File: config.mk
export PLATFORM = sky130hd
export DESIGN_NAME = seven_segment_to_priority_decoder_flat
export DESIGN_NICKNAME = d
export VERILOG_FILES = /design/src/rtl/seven_segment_to_priority_decoder_if.sv /design/src/rtl/seven_segment_to_priority_decoder.sv /design/src/flat_wrapper.sv
export SDC_FILE = /design/constraint.sdc
export NUM_CORES = 1
export LEC_CHECK = 0
export CORE_MARGIN = 2
export CORE_UTILIZATION = 55
export CTS_CLUSTER_DIAMETER = 50
export DETAILED_ROUTE_END_ITERATION = 8
export HOLD_SLACK_MARGIN = 0.02
export PLACE_DENSITY_LB_ADDON = 0.08
export SLEW_MARGIN = 20
export SYNTH_ARGS = -nofsm -noshare
export SYNTH_HDL_FRONTEND = slang
export SYNTH_SLANG_ARGS = --single-unit
File: constraint.sdc
create_clock -name clk -period 3 [get_ports clk]
set_input_delay 0.6 -clock clk [delete_from_list [all_inputs] [get_ports clk]]
set_output_delay 0.6 -clock clk [all_outputs]
set_load 0.02 [all_outputs]
File: src/rtl/seven_segment_to_priority_decoder_if.sv
// Segment-pattern input and decoded-digit outputs of seven_segment_to_priority_decoder.
// The master side drives seg; the slave side (the decoder) drives the result signals.
interface seven_segment_to_priority_decoder_if;
    logic [6:0] seg;
    logic [7:0] data_out;
    logic       no_data_out;
    logic       valid;
    logic       err;

    modport master (output seg, input data_out, no_data_out, valid, err);
    modport slave  (input seg, output data_out, no_data_out, valid, err);
endinterface

File: src/rtl/seven_segment_to_priority_decoder.sv
// Debounces a 7-segment pattern and decodes digits 0..7 to a one-hot index.
// Define SEG_ACTIVE_LOW_EN for common-anode (inverted) segment inputs.
module seven_segment_to_priority_decoder #(
    parameter int STABLE_CYCLES = 4
) (
    input  logic clk,
    input  logic rst,
    seven_segment_to_priority_decoder_if.slave bus
);
    typedef enum logic [1:0] {IDLE, COUNT, HOLD} state_t;

    localparam logic [3:0] CNT_ACCEPT = 4'(STABLE_CYCLES - 1);

    state_t     state;
    logic [6:0] seg_in;
    logic [6:0] s;
    logic [3:0] cnt;
    logic [4:0] dec;
    logic       seg_eq;
    logic       accept;

    function automatic logic [3:0] sat_inc(input logic [3:0] c);
        return (c == 4'hF) ? c : c + 4'd1;
    endfunction

    // Result is {legal, blank, digit index}.
    function automatic logic [4:0] decode(input logic [6:0] p);
        case (p)
            7'h3F:   return 5'b10_000;
            7'h06:   return 5'b10_001;
            7'h5B:   return 5'b10_010;
            7'h4F:   return 5'b10_011;
            7'h66:   return 5'b10_100;
            7'h6D:   return 5'b10_101;
            7'h7D:   return 5'b10_110;
            7'h07:   return 5'b10_111;
            7'h00:   return 5'b11_000;
            default: return 5'b00_000;
        endcase
    endfunction

    always_comb begin
`ifdef SEG_ACTIVE_LOW_EN
        seg_in = ~bus.seg;
`else
        seg_in = bus.seg;
`endif
        seg_eq = (seg_in == s);
        accept = (state == COUNT) && seg_eq && (cnt == CNT_ACCEPT);
        dec    = decode(seg_in);
    end

    always_ff @(posedge clk) begin
        if (rst) begin
            state           <= IDLE;
            s               <= 7'h00;
            cnt             <= 4'd0;
            bus.data_out    <= 8'h00;
            bus.no_data_out <= 1'b1;
            bus.valid       <= 1'b0;
            bus.err         <= 1'b0;
        end else begin
            s         <= seg_in;
            cnt       <= seg_eq ? sat_inc(cnt) : 4'd0;
            bus.valid <= 1'b0;
            case (state)
                IDLE: state <= COUNT;
                COUNT: begin
                    if (accept) begin
                        state <= HOLD;
                        // Illegal patterns only flag the error; the last good digit stays visible.
                        if (!dec[4]) begin
                            bus.err <= 1'b1;
                        end else begin
                            bus.err         <= 1'b0;
                            bus.valid       <= 1'b1;
                            bus.no_data_out <= dec[3];
                            bus.data_out    <= dec[3] ? 8'h00 : (8'b1 << dec[2:0]);
                        end
                    end
                end
                HOLD: begin
                    if (!seg_eq) state <= COUNT;
                end
                default: state <= IDLE;
            endcase
        end
    end
endmodule

File: src/flat_wrapper.sv
// flat-port wrapper written by rule: the top's interface ports become plain ports
module seven_segment_to_priority_decoder_flat 
#(
    parameter int STABLE_CYCLES = 4
)
  (clk, rst, bus_seg, bus_data_out, bus_no_data_out, bus_valid, bus_err);
  seven_segment_to_priority_decoder_if bus_i ();
  input  logic clk;
  input  logic rst;
  input wire logic [$bits(bus_i.seg)-1:0] bus_seg;
  output wire logic [$bits(bus_i.data_out)-1:0] bus_data_out;
  output wire logic [$bits(bus_i.no_data_out)-1:0] bus_no_data_out;
  output wire logic [$bits(bus_i.valid)-1:0] bus_valid;
  output wire logic [$bits(bus_i.err)-1:0] bus_err;
  assign bus_i.seg = bus_seg;
  assign bus_data_out = bus_i.data_out;
  assign bus_no_data_out = bus_i.no_data_out;
  assign bus_valid = bus_i.valid;
  assign bus_err = bus_i.err;
  seven_segment_to_priority_decoder #(.STABLE_CYCLES(STABLE_CYCLES)) u_core (.clk(clk), .rst(rst), .bus(bus_i));
endmodule
==> flow_metrics.env <==
export IMPL_outcome="finished clean"
export IMPL_syn_nets=141
export IMPL_synthesis_area_per_instance_um2=9.08
export IMPL_maximum_number_of_pins_on_one_net_before_global_route_repair=13
export IMPL_clkSlewWorstSetupHoldPaths_ps=120
export IMPL_via_count=994
export IMPL_n_antenna_cell=0
export IMPL_i_o_pin_count=20
export IMPL_critical_path_startpoint="bus_seg[2]"
export IMPL_yosysSeqAreaShare=0.404
export IMPL_yosys_top_cells_count="24 x sky130_fd_sc_hd__dfxtp_1, 10 x sky130_fd_sc_hd__nor2b_1, 9 x sky130_fd_sc_hd__nor2_1"
export IMPL_final_net_count=159
export IMPL_synthesis_to_finish_area_growth_pct=18.6
export IMPL_port_buffers=19
export IMPL_postSynth_topFlopCell="sky130_fd_sc_hd__dfxtp_1"
export IMPL_place_detailed_instances=171
export IMPL_postSynthCellCount=131
export IMPL_numCtsBuffers=3
export IMPL_synth_seq_cells=24
export IMPL_global_route_overflow=0
export IMPL_design_die_area_um2=2550
export IMPL_synth_top_cell_area_share=0.404
export IMPL_worstPathArrival_ps=2470
export IMPL_cts_resized=0
export IMPL_critPathMaxFanout=11
export IMPL_timing_fmax_mhz=437
export IMPL_antenna_found_initial=0
export IMPL_layout_drive_gt1_share=0.0952
export IMPL_post_cts_setup_buffers=0
export IMPL_postRouteWirelength_mm=2.41
export IMPL_period_minus_ws_final_ps=2290
export IMPL_grt_setup_unrepaired="no"
export IMPL_grt_pass1_vias=927
export IMPL_p_leak_nw=0.534
export IMPL_floorplan_die_height_um=50.5
export IMPL_fin_max_slew_vios=0
export IMPL_post_synth_num_cell_types=42
export IMPL_worst_ir_drop_vdd_mv=0.251
export IMPL_max_slew_worst_pin_slew_ps=455
export IMPL_placeableCoreArea_um2=2000
export IMPL_globalRouteTotalUtil=0.210
export IMPL_drt_initial_drc_count=22
export IMPL_fraction_of_synthesis_flops_using_an_asynchronous_set_or_reset_pin=0
export IMPL_std_cell_rows=16
export IMPL_synthTopCellsByArea="sky130_fd_sc_hd__dfxtp_1 40%, sky130_fd_sc_hd__nor2b_1 5.3%, sky130_fd_sc_hd__o32ai_1 4.4%"
export IMPL_min_period_over_period=0.763
export IMPL_cts_hold_buffers_added=0
export IMPL_finalWeightedCongestion=0.863
export IMPL_drtAntennaViolNets=0
export IMPL_via_per_inst=5.71
export IMPL_grt_first_pass_wirelength_mm=4.09
export IMPL_timing_final_hold_violations=0
export IMPL_synth_edf_count=0
export IMPL_cp_required_ps=3180
export IMPL_timing_setup_tns_ps=0
export IMPL_wl_per_cell_um=13.9
export IMPL_p_per_area_nw_per_um2=373
export IMPL_netlist_area_um2=1190
export IMPL_final_core_utilization=0.705
export IMPL_worstSetupStartpointType="input port"
export IMPL_dpl_wire_length_mm=1.86
export IMPL_yosys_cell_count_top_type="sky130_fd_sc_hd__dfxtp_1"
export IMPL_dominant_cell_type_by_area_after_synthesis="sky130_fd_sc_hd__dfxtp_1"
export IMPL_yosysWarningCount=0
export IMPL_timing_max_slew_rel_slack=0.696
export IMPL_clockRootBuffer="sky130_fd_sc_hd__clkbuf_4"
export IMPL_layoutNonFillerInstCount=174
export IMPL_setup_worst_path_end_class="flop"
export IMPL_worstHoldStart="u_core.bus.data_out[2]"
export IMPL_worst_hold_path_type="flop to flop"
export IMPL_finalClockSkew_ps=2.70
export IMPL_remaining_drcs=0
export IMPL_cts_htree_levels=1
export IMPL_setup_viol_count_final=0
export IMPL_drt_pre_antenna_iters=4
export IMPL_clock_path_buffers=2
export IMPL_cts_sinks=24
export IMPL_die_w_um=50.5
export IMPL_setup_worst_path_class="input port to flop"
export IMPL_initial_core_utilization=0.594
export IMPL_maxCapViolCount=0
export IMPL_tritoncts_clock_tree="yes"
export IMPL_clock_latency_ps=300
export IMPL_rr_startpoint="u_core.cnt[0]"
-- metal layers --
| layer | routed length [µm] | up-vias | part of all wire | track usage |
|---|---|---|---|---|
| met4 | 50 | 0 | 0.021 | 0.0721 |
| met5 | 0 | - | 0 | 0 |
| met3 | 93 | 6 | 0.039 | 0.0268 |
| met2 | 1210 | 23 | 0.50 | 0.360 |
| li1 | - | 491 | - | - |
| met1 | 1050 | 474 | 0.44 | 0.272 |
-- worst max-delay path, stage by stage --
cell,delay [ps]
sky130_fd_sc_hd__clkdlybuf4s50_1,550
sky130_fd_sc_hd__xor2_1,240
sky130_fd_sc_hd__nor4_4,320
sky130_fd_sc_hd__nand3b_2,180
sky130_fd_sc_hd__a41oi_1,220
sky130_fd_sc_hd__buf_4,210
sky130_fd_sc_hd__o221ai_1,140
-- path summary, 6_finish.rpt --
kind	cells past startpoint	end	slack (ps)
min reg2reg	2	u_core.bus.data_out[2]	470
max reg2reg	7	u_core.bus.no_data_out	1050
max	7	u_core.bus.no_data_out	710
min	2	u_core.bus.data_out[2]	470
-- sequential cells by signal, summed over array words and instances (netlist names) --
name,flops
u_core.s,7
u_core.cnt,4
u_core.bus.no_data_out,1
u_core.state,2
u_core.bus.valid,1
u_core.bus.err,1
u_core.bus.data_out,8
-- kinds of logic (layout without fill, tap and decap cells) --
| kind of cell | Yosys count | in the layout | synth area share |
|---|---|---|---|
| AND/OR/NAND/NOR | 55 | 55 | 0.291 |
| flip-flops | 24 | 24 | 0.404 |
| AO/OA/AOI/OAI | 23 | 23 | 0.142 |
| buffers and inverters | 18 | 34 | 0.0715 |
| XOR/XNOR | 9 | 9 | 0.0726 |
| adder cells (fa/ha/maj) | 1 | 1 | 0.0105 |
| multiplexers | 1 | 1 | 0.00841 |
-- layout by cell type, fill, tap and decap left out, drive strengths merged, types with 2 or more instances in the layout --
cell type / synthesis / routed
o32ai: 6 / 6
inv: 8 / 8
a31oi: 2 / 2
nor3: 5 / 5
clkdlybuf4s50: 0 / 19
and3b: 3 / 3
xor2: 7 / 7
a21oi: 3 / 3
nand3: 7 / 7
clkbuf: 3 / 3
nor2: 9 / 9
or4: 2 / 2
nand2: 7 / 7
dfxtp: 24 / 24
nor3b: 2 / 2
xnor2: 2 / 2
o21ai: 5 / 5
nor2b: 10 / 10
buf: 7 / 4
nand2b: 2 / 2
-- per-stage QoR --
| stage | instance area, µm² | setup slack (ps) | total power [mW] | hold WS, ps |
|---|---|---|---|---|
| after CTS | 1410 | 707 | 0.528 | 473 |
| after floorplan | 1190 | 955 | 0.381 | 500 |
| after detailed placement | 1390 | 372 | 0.398 | 453 |
| final | 1410 | 711 | 0.527 | 470 |
| after global placement | 1390 | 419 | 0.397 | 450 |
| after global routing | 1410 | 592 | 0.546 | 497 |
-- report_power, final --
group / leakage, nW / total (mW) / internal, mW / switching [mW]
Clock: 0.0138 / 0.136 / 0.0468 / 0.0890
Sequential: 0.196 / 0.328 / 0.324 / 0.00311
Combinational: 0.324 / 0.0635 / 0.0276 / 0.0359
-- area by class of cell --
cell class | count | area [µm²]
multi-input cells | 89 | 624
fillers | 174 | 591
flip-flops and latches | 24 | 480
repair buffers | 23 | 220
well taps | 27 | 33.8
inverters | 8 | 30.0
clock buffers | 3 | 22.5
Note: power is estimated with default switching activity, not from simulation.
